$ cat src/rtl/cpu_irq_ctrl.sv
// cpu_irq_ctrl
//   Interrupt request controller feeding the CPU exception unit. External
//   interrupt lines are synchronised and latched as edge- or level-sensitive
//   pending bits. The pending bits are masked by ENABLE, and the lowest
//   eligible index is presented as a single registered request with a cause
//   code. An accepted acknowledge retires the request. After that the
//   controller spends one GAP cycle before it looks for the next request.
//
// Ports
//   clock      in   system clock, rising edge
//   reset      in   asynchronous active-low reset
//   stall      in   pipeline stall; register writes and acks ignored while high
//   irq_src    in   raw asynchronous interrupt lines, active-high
//   reg_wr     in   register write strobe
//   reg_rd     in   register read strobe
//   reg_addr   in   0 ENABLE, 1 EDGE, 2 PENDING (W1C), 3 ACTIVE (read-only)
//   reg_wdata  in   write data, bits [NUM_SRC-1:0] used
//   reg_rdata  out  registered read data, valid the cycle after reg_rd
//   irq_req    out  registered interrupt request
//   irq_cause  out  registered cause, stable while irq_req is high
//   irq_ack    in   exception unit has vectored to the handler
module cpu_irq_ctrl #(
  parameter int          NUM_SRC     = 8,
  parameter int          SYNC_STAGES = 2,
  parameter logic [7:0]  CAUSE_BASE  = 8'h10
) (
  input  logic               clock,
  input  logic               reset,
  input  logic               stall,
  input  logic [NUM_SRC-1:0] irq_src,
  input  logic               reg_wr,
  input  logic               reg_rd,
  input  logic [1:0]         reg_addr,
  input  logic [31:0]        reg_wdata,
  output logic [31:0]        reg_rdata,
  output logic               irq_req,
  output logic [7:0]         irq_cause,
  input  logic               irq_ack
);

  typedef enum logic [1:0] {IDLE, REQ, GAP} state_e;

  localparam logic [1:0] ADDR_ENABLE  = 2'd0;
  localparam logic [1:0] ADDR_EDGE    = 2'd1;
  localparam logic [1:0] ADDR_PENDING = 2'd2;
  localparam logic [1:0] ADDR_ACTIVE  = 2'd3;

  logic [NUM_SRC-1:0] sync_q [SYNC_STAGES];
  logic [NUM_SRC-1:0] sd_q;
  logic [NUM_SRC-1:0] enable_q, enable_d;
  logic [NUM_SRC-1:0] edge_q, edge_d;
  logic [NUM_SRC-1:0] pend_q, pend_d;
  logic [7:0]         active_q, active_d;
  logic [31:0]        rdata_q, rdata_d;
  logic               req_q, req_d;
  logic [7:0]         cause_q, cause_d;
  logic [3:0]         idx_q, idx_d;
  state_e             state_q, state_d;

  logic [NUM_SRC-1:0] s;
  logic [NUM_SRC-1:0] rise;
  logic [NUM_SRC-1:0] w1c;
  logic [NUM_SRC-1:0] ack_clr;
  logic [NUM_SRC-1:0] elig;
  logic               wr_ok;
  logic               ack_ok;
  logic               pick_vld;
  logic [3:0]         pick_idx;
  logic               wdata_unused;

  // Only the low NUM_SRC write-data bits carry register state.
  assign wdata_unused = ^reg_wdata[31:NUM_SRC];

  // Synchroniser chain plus one extra stage for edge detection.
  always_ff @(posedge clock or negedge reset) begin
    if (!reset) begin
      for (int k = 0; k < SYNC_STAGES; k++) sync_q[k] <= '0;
      sd_q <= '0;
    end else begin
      sync_q[0] <= irq_src;
      for (int k = 1; k < SYNC_STAGES; k++) sync_q[k] <= sync_q[k-1];
      sd_q <= sync_q[SYNC_STAGES-1];
    end
  end

  assign s      = sync_q[SYNC_STAGES-1];
  assign rise   = s & ~sd_q;
  assign wr_ok  = reg_wr & ~stall;
  assign ack_ok = (state_q == REQ) & irq_ack & ~stall;
  assign w1c    = (wr_ok && reg_addr == ADDR_PENDING) ? reg_wdata[NUM_SRC-1:0] : '0;
  assign elig   = pend_q & enable_q;

  // The request index is kept alongside the cause, so the ack clears
  // exactly the bit that was reported.
  always_comb begin
    ack_clr = '0;
    for (int i = 0; i < NUM_SRC; i++) ack_clr[i] = ack_ok && (idx_q == 4'(i));
  end

  // Edge bits: a rise beats any clear in the same cycle. Level bits mirror s.
  assign pend_d = (edge_q & ((pend_q & ~(w1c | ack_clr)) | rise)) | (~edge_q & s);

  // Fixed priority: the lowest eligible index wins.
  always_comb begin
    pick_vld = 1'b0;
    pick_idx = '0;
    for (int i = NUM_SRC - 1; i >= 0; i--) begin
      if (elig[i]) begin
        pick_vld = 1'b1;
        pick_idx = 4'(i);
      end
    end
  end

  always_comb begin
    enable_d = enable_q;
    edge_d   = edge_q;
    if (wr_ok && reg_addr == ADDR_ENABLE) enable_d = reg_wdata[NUM_SRC-1:0];
    if (wr_ok && reg_addr == ADDR_EDGE)   edge_d   = reg_wdata[NUM_SRC-1:0];
  end

  always_comb begin
    rdata_d = rdata_q;
    if (reg_rd) begin
      case (reg_addr)
        ADDR_ENABLE:  rdata_d = 32'(enable_q);
        ADDR_EDGE:    rdata_d = 32'(edge_q);
        ADDR_PENDING: rdata_d = 32'(pend_q);
        ADDR_ACTIVE:  rdata_d = {24'h0, active_q};
        default:      rdata_d = '0;
      endcase
    end
  end

  // Request FSM. Once in REQ, the request is held until an accepted ack,
  // whatever happens to ENABLE or PENDING meanwhile.
  always_comb begin
    state_d  = state_q;
    req_d    = req_q;
    cause_d  = cause_q;
    idx_d    = idx_q;
    active_d = active_q;
    case (state_q)
      IDLE: begin
        if (pick_vld) begin
          cause_d = CAUSE_BASE + {4'h0, pick_idx};
          idx_d   = pick_idx;
          req_d   = 1'b1;
          state_d = REQ;
        end
      end
      REQ: begin
        if (ack_ok) begin
          req_d    = 1'b0;
          active_d = cause_q;
          state_d  = GAP;
        end
      end
      GAP: begin
        // Forces a deasserted cycle so the next request is seen as new.
        state_d = IDLE;
      end
      default: state_d = IDLE;
    endcase
  end

  always_ff @(posedge clock or negedge reset) begin
    if (!reset) begin
      enable_q <= '0;
      edge_q   <= '0;
      pend_q   <= '0;
      active_q <= '0;
      rdata_q  <= '0;
      req_q    <= 1'b0;
      cause_q  <= '0;
      idx_q    <= '0;
      state_q  <= IDLE;
    end else begin
      enable_q <= enable_d;
      edge_q   <= edge_d;
      pend_q   <= pend_d;
      active_q <= active_d;
      rdata_q  <= rdata_d;
      req_q    <= req_d;
      cause_q  <= cause_d;
      idx_q    <= idx_d;
      state_q  <= state_d;
    end
  end

  assign reg_rdata = rdata_q;
  assign irq_req   = req_q;
  assign irq_cause = cause_q;

endmodule

$ cat config.mk
export PLATFORM = sky130hd
export DESIGN_NAME = cpu_irq_ctrl
export DESIGN_NICKNAME = d
export VERILOG_FILES = /design/src/rtl/cpu_irq_ctrl.sv
export SDC_FILE = /design/constraint.sdc
export NUM_CORES = 1
export LEC_CHECK = 0
export BUFFER_PORTS_ARGS = -buffer_cell sky130_fd_sc_hd__buf_2
export CELL_PAD_IN_SITES_DETAIL_PLACEMENT = 0
export CELL_PAD_IN_SITES_GLOBAL_PLACEMENT = 2
export CORE_MARGIN = 2
export CORE_UTILIZATION = 33
export CTS_CLUSTER_DIAMETER = 40
export DETAILED_ROUTE_END_ITERATION = 7
export GPL_TIMING_DRIVEN = 0
export PLACE_DENSITY_LB_ADDON = 0.25
export SKIP_CTS_REPAIR_TIMING = 1
export SYNTH_ARGS = -nofsm -noshare
export SYNTH_HDL_FRONTEND = slang
export SYNTH_SLANG_ARGS = --single-unit
$ cat constraint.sdc
create_clock -name clock -period 2.2 [get_ports clock]
set_clock_uncertainty 0.1 [all_clocks]
set_input_delay 0.11 -clock clock [delete_from_list [all_inputs] [get_ports clock]]
set_output_delay 0.11 -clock clock [all_outputs]
set_load 0.01 [all_outputs]
==> run summary <==
The HPWL after detailed placement is 4080 um, and the number of violations of the max-capacitance limit is 0. The setup slack at placement came out at 0.445 ns. Timing would allow up to 0.573 GHz.

The critical path required time is 2.33 ns, and the post-layout total power is 3.31 mW. The critical path contains buffers and inverters numbering 0 combined. The total iterations of the first detailed-routing run is 4, and the clock transition at the registers of the reported paths is 0.08 ns. The die outline height was 96.9 um.

The Yosys step of the flow raised 0 warnings. The critical path goes through a22oi_1 -> nand4_1 -> o21a_1 -> or2_2. The family with the most delay on the worst path is compound AO/OA/AOI/OAI gates.

The count of buffers added on input and output ports is 36. For flop-to-flop paths, the worst setup slack is 0.45 ns. The final layout net count came out at 356. The final hold violation count was 0.

TritonCTS built the clock tree. The mapped netlist covers 2850 um2. Across all layers, the routed design uses 1884 vias. The total internal power is 2.27 mW, and the area overhead of the layout relative to synthesis is 26.9%. The number of placed instances, taps included, is 384. Across all hold checks on the routed design, the worst slack comes to 0.119 ns. The clock root buffer is clkbuf_8. The run finished with clean final reports. In the final timing run, aggregate negative setup slack is 0 ns. The count of flip-flops with a built-in enable after synthesis came out at 0.

In this run the power density over the cells is 917 nW/um2. The share of total power consumed by net switching is 0.314. The run gives 8300 um2 as the area of the core region. Synthesis handed over a netlist of 216 instances.

The count of inserted antenna diode cells was 0; the net switching power figure was 1.04 mW. Summed over all layers, the global routing overflow is 0. The synthesized netlist contains 35 unique library cells. The run gives 0 as the setup violation total in the final timing report. The critical path is of the register to register type.

The terminating pin of the worst hold path was state_q[1]$_DFFE_PN0P_. The logs give 0.589 for the sequential share of the synthesized area and 3260 um2 for the post-detailed-placement cell area. Path class of the lowest-slack min-delay path: primary input to register. The worst setup path is captured at a register. The clock drives 67 sinks.

The number of max-slew violations in the final report came out at 0. For the part of the total power dissipated in combinational logic, the log shows 0.229. The routed design could run at a clock period as short as 1.75 ns. The launch instance of the worst register-to-register path is pend_q[3]$_DFF_PN0_.

The final weighted congestion in routability-driven placement is 0.735. The final critical-path setup slack is 0.455 ns. The finished cells cover 3610 um2. Clock network fraction of design power: 0.266. The synthesized area per cell was 13.2 um2; the signal arrival time at the worst endpoint was 1.88 ns.

The largest stage delay on the critical path was 0.42 ns. The power share of the sequential group was 0.505; the via density per instance was 4.51. Measured in cells, the most critical reg-to-reg path has a length of 4. The proportion of register bits with asynchronous set or reset after synthesis works out to 1.00.

IR analysis of the VDD net gives a maximum drop of 0.300 mV. The layout has 791 filler cells. The tools report the number of global-route vias before repair as 1800. The number of nets with antenna violations after detailed routing was 0. The category of the worst setup path launch point is a register. The H-tree generated during clock tree synthesis spans 3 levels. The I/O pin count was 89; the total track usage was 0.134. The count of state elements after synthesis was 67. The utilization after layout was 0.435. The clock tree buffer depth is 2. After the first detailed-routing iteration, the DRC count stood at 54. The global-route wire length before repair is 9650 um. The tools report the number of antenna violations at the first check in global routing as 0.

Capture point of the worst reg-to-reg path: state_q[0]$_DFFE_PN0P_. The logs give 33 for the number of cell rows and 1.69 nW for the leakage power total. For this run, the leading register cell type out of synthesis is dfrtp_1. The startpoint identified for the worst hold timing path is irq_ack.

Fraction of final layout cells sized beyond drive strength 1: 0.377. Of all nets on the critical path, the largest fanout is 4. The logs give 0 for the DRC violation count after routing and 0.432 for the normalized max-slew margin.

The tools report the area enclosed by the die boundary as 9380 um2. The run gives 0.343 as the initial core utilization. The largest net degree at the start of global routing is 68. Among all stages on the critical path, the largest delay is contributed by dfrtp_1. The final clock period utilization by the worst path is 0.793, and the detailed-route wire length is 5930 um.

For this run, the number of standard cells in the final layout without fillers is 418. Setup repair after global routing left no endpoint under its margin. The worst-margin pin slew was 0.852 ns. The depth of the worst hold-timing path came out at 3. The width of the die works out to 96.9 um.

For the worst-skew pair, the clock arrives at the later sink with an insertion delay of 0.34 ns. Buffers inserted during clock tree synthesis total 9. After detailed routing, the average wire length per cell comes to 14.2 um.
[state kept, by name, indices dropped and copies added, names as in the netlist]
| signal | flops |
|---|---|
| idx_q | 2 |
| enable_q | 8 |
| edge_q | 8 |
| pend_q | 8 |
| irq_req | 1 |
| active_q | 4 |
| sync_q | 8 |
| reg_rdata | 8 |
| state_q | 2 |
| irq_cause | 2 |
| s | 8 |
| sd_q | 8 |
[layer usage]
metal,vias to the layer above,track usage,part of all wire
met1,901,0.187,0.48
met2,67,0.193,0.44
met4,0,0.0650,0.019
met3,8,0.0332,0.055
li1,908,-,-
met5,-,0,0
[worst min-delay path, cell delays in order]
cell	delay, ns
buf_2	0.07
and4bb_1	0.20
buf_6	0.14
[area by class of cell]
cell class                 count  area, um2  area share
clock buffer                   9        124      0.0343
clock inverter                 7       45.0      0.0125
inverter                       4       15.0     0.00416
tap                          105        131      0.0364
timing repair buffer          54        363       0.100
multi-input combinational    138       1010       0.279
buffer                        34        250      0.0693
sequential                    67       1680       0.464
[how the worst max path moves through the flow]
| stage | from | to | slack, ns | cells past startpoint |
|---|---|---|---|---|
| floorplan | enable_q[3]$_DFFE_PN0P_ | state_q[0]$_DFFE_PN0P_ | 0.66 | 4 |
| global placement | pend_q[3]$_DFF_PN0_ | state_q[0]$_DFFE_PN0P_ | 0.46 | 4 |
| global route | pend_q[3]$_DFF_PN0_ | state_q[0]$_DFFE_PN0P_ | 0.29 | 4 |
| CTS | pend_q[3]$_DFF_PN0_ | state_q[0]$_DFFE_PN0P_ | 0.45 | 4 |
| finish | pend_q[3]$_DFF_PN0_ | state_q[0]$_DFFE_PN0P_ | 0.45 | 4 |
| detailed placement | pend_q[3]$_DFF_PN0_ | state_q[0]$_DFFE_PN0P_ | 0.45 | 4 |
[cells by family after synthesis]
group,share of synthesized area
flops,0.589
buf+inv,0.0932
other cells,0.00132
compound gates,0.0998
simple gates,0.0760
mux,0.141
[cell usage in the layout, fill, tap and decap left out, types with 2 or more instances in the layout]
cell and n:
a22oi_1 9, clkinv_4 2, dfrtp_1 67, inv_1 4, a32oi_1 2, mux4_2 4
nor2_1 11, clkinv_2 4, dlygate4sd3_1 18, buf_2 37, or2_2 2, nand2_1 14
and2_1 2, conb_1 28, mux2i_1 4, a21oi_1 12, clkbuf_8 9, a32o_1 9
buf_4 31, mux2_2 24
[cells in the mapped netlist, types with 4 or more instances]
cell,count,share of area
nor2_1,11,0.015
nand2_1,14,0.018
mux2_2,24,0.095
mux4_2,4,0.032
inv_1,4,0.0053
buf_4,30,0.079
a32o_1,9,0.032
a22oi_1,9,0.024
a21oi_1,12,0.021
mux2i_1,4,0.014
dfrtp_1,67,0.59
[power groups by stage]
stage | clock network, mW | registers, mW | logic (mW)
final | 0.880 | 1.67 | 0.759
after global routing | 0.972 | 1.71 | 0.847
after CTS | 0.915 | 1.67 | 0.744
after detailed placement | 0 | 1.70 | 0.743
after global placement | 0 | 1.69 | 0.733
after floorplan | 0 | 1.66 | 0.495
No activity file was read; power rests on OpenSTA's default activity.
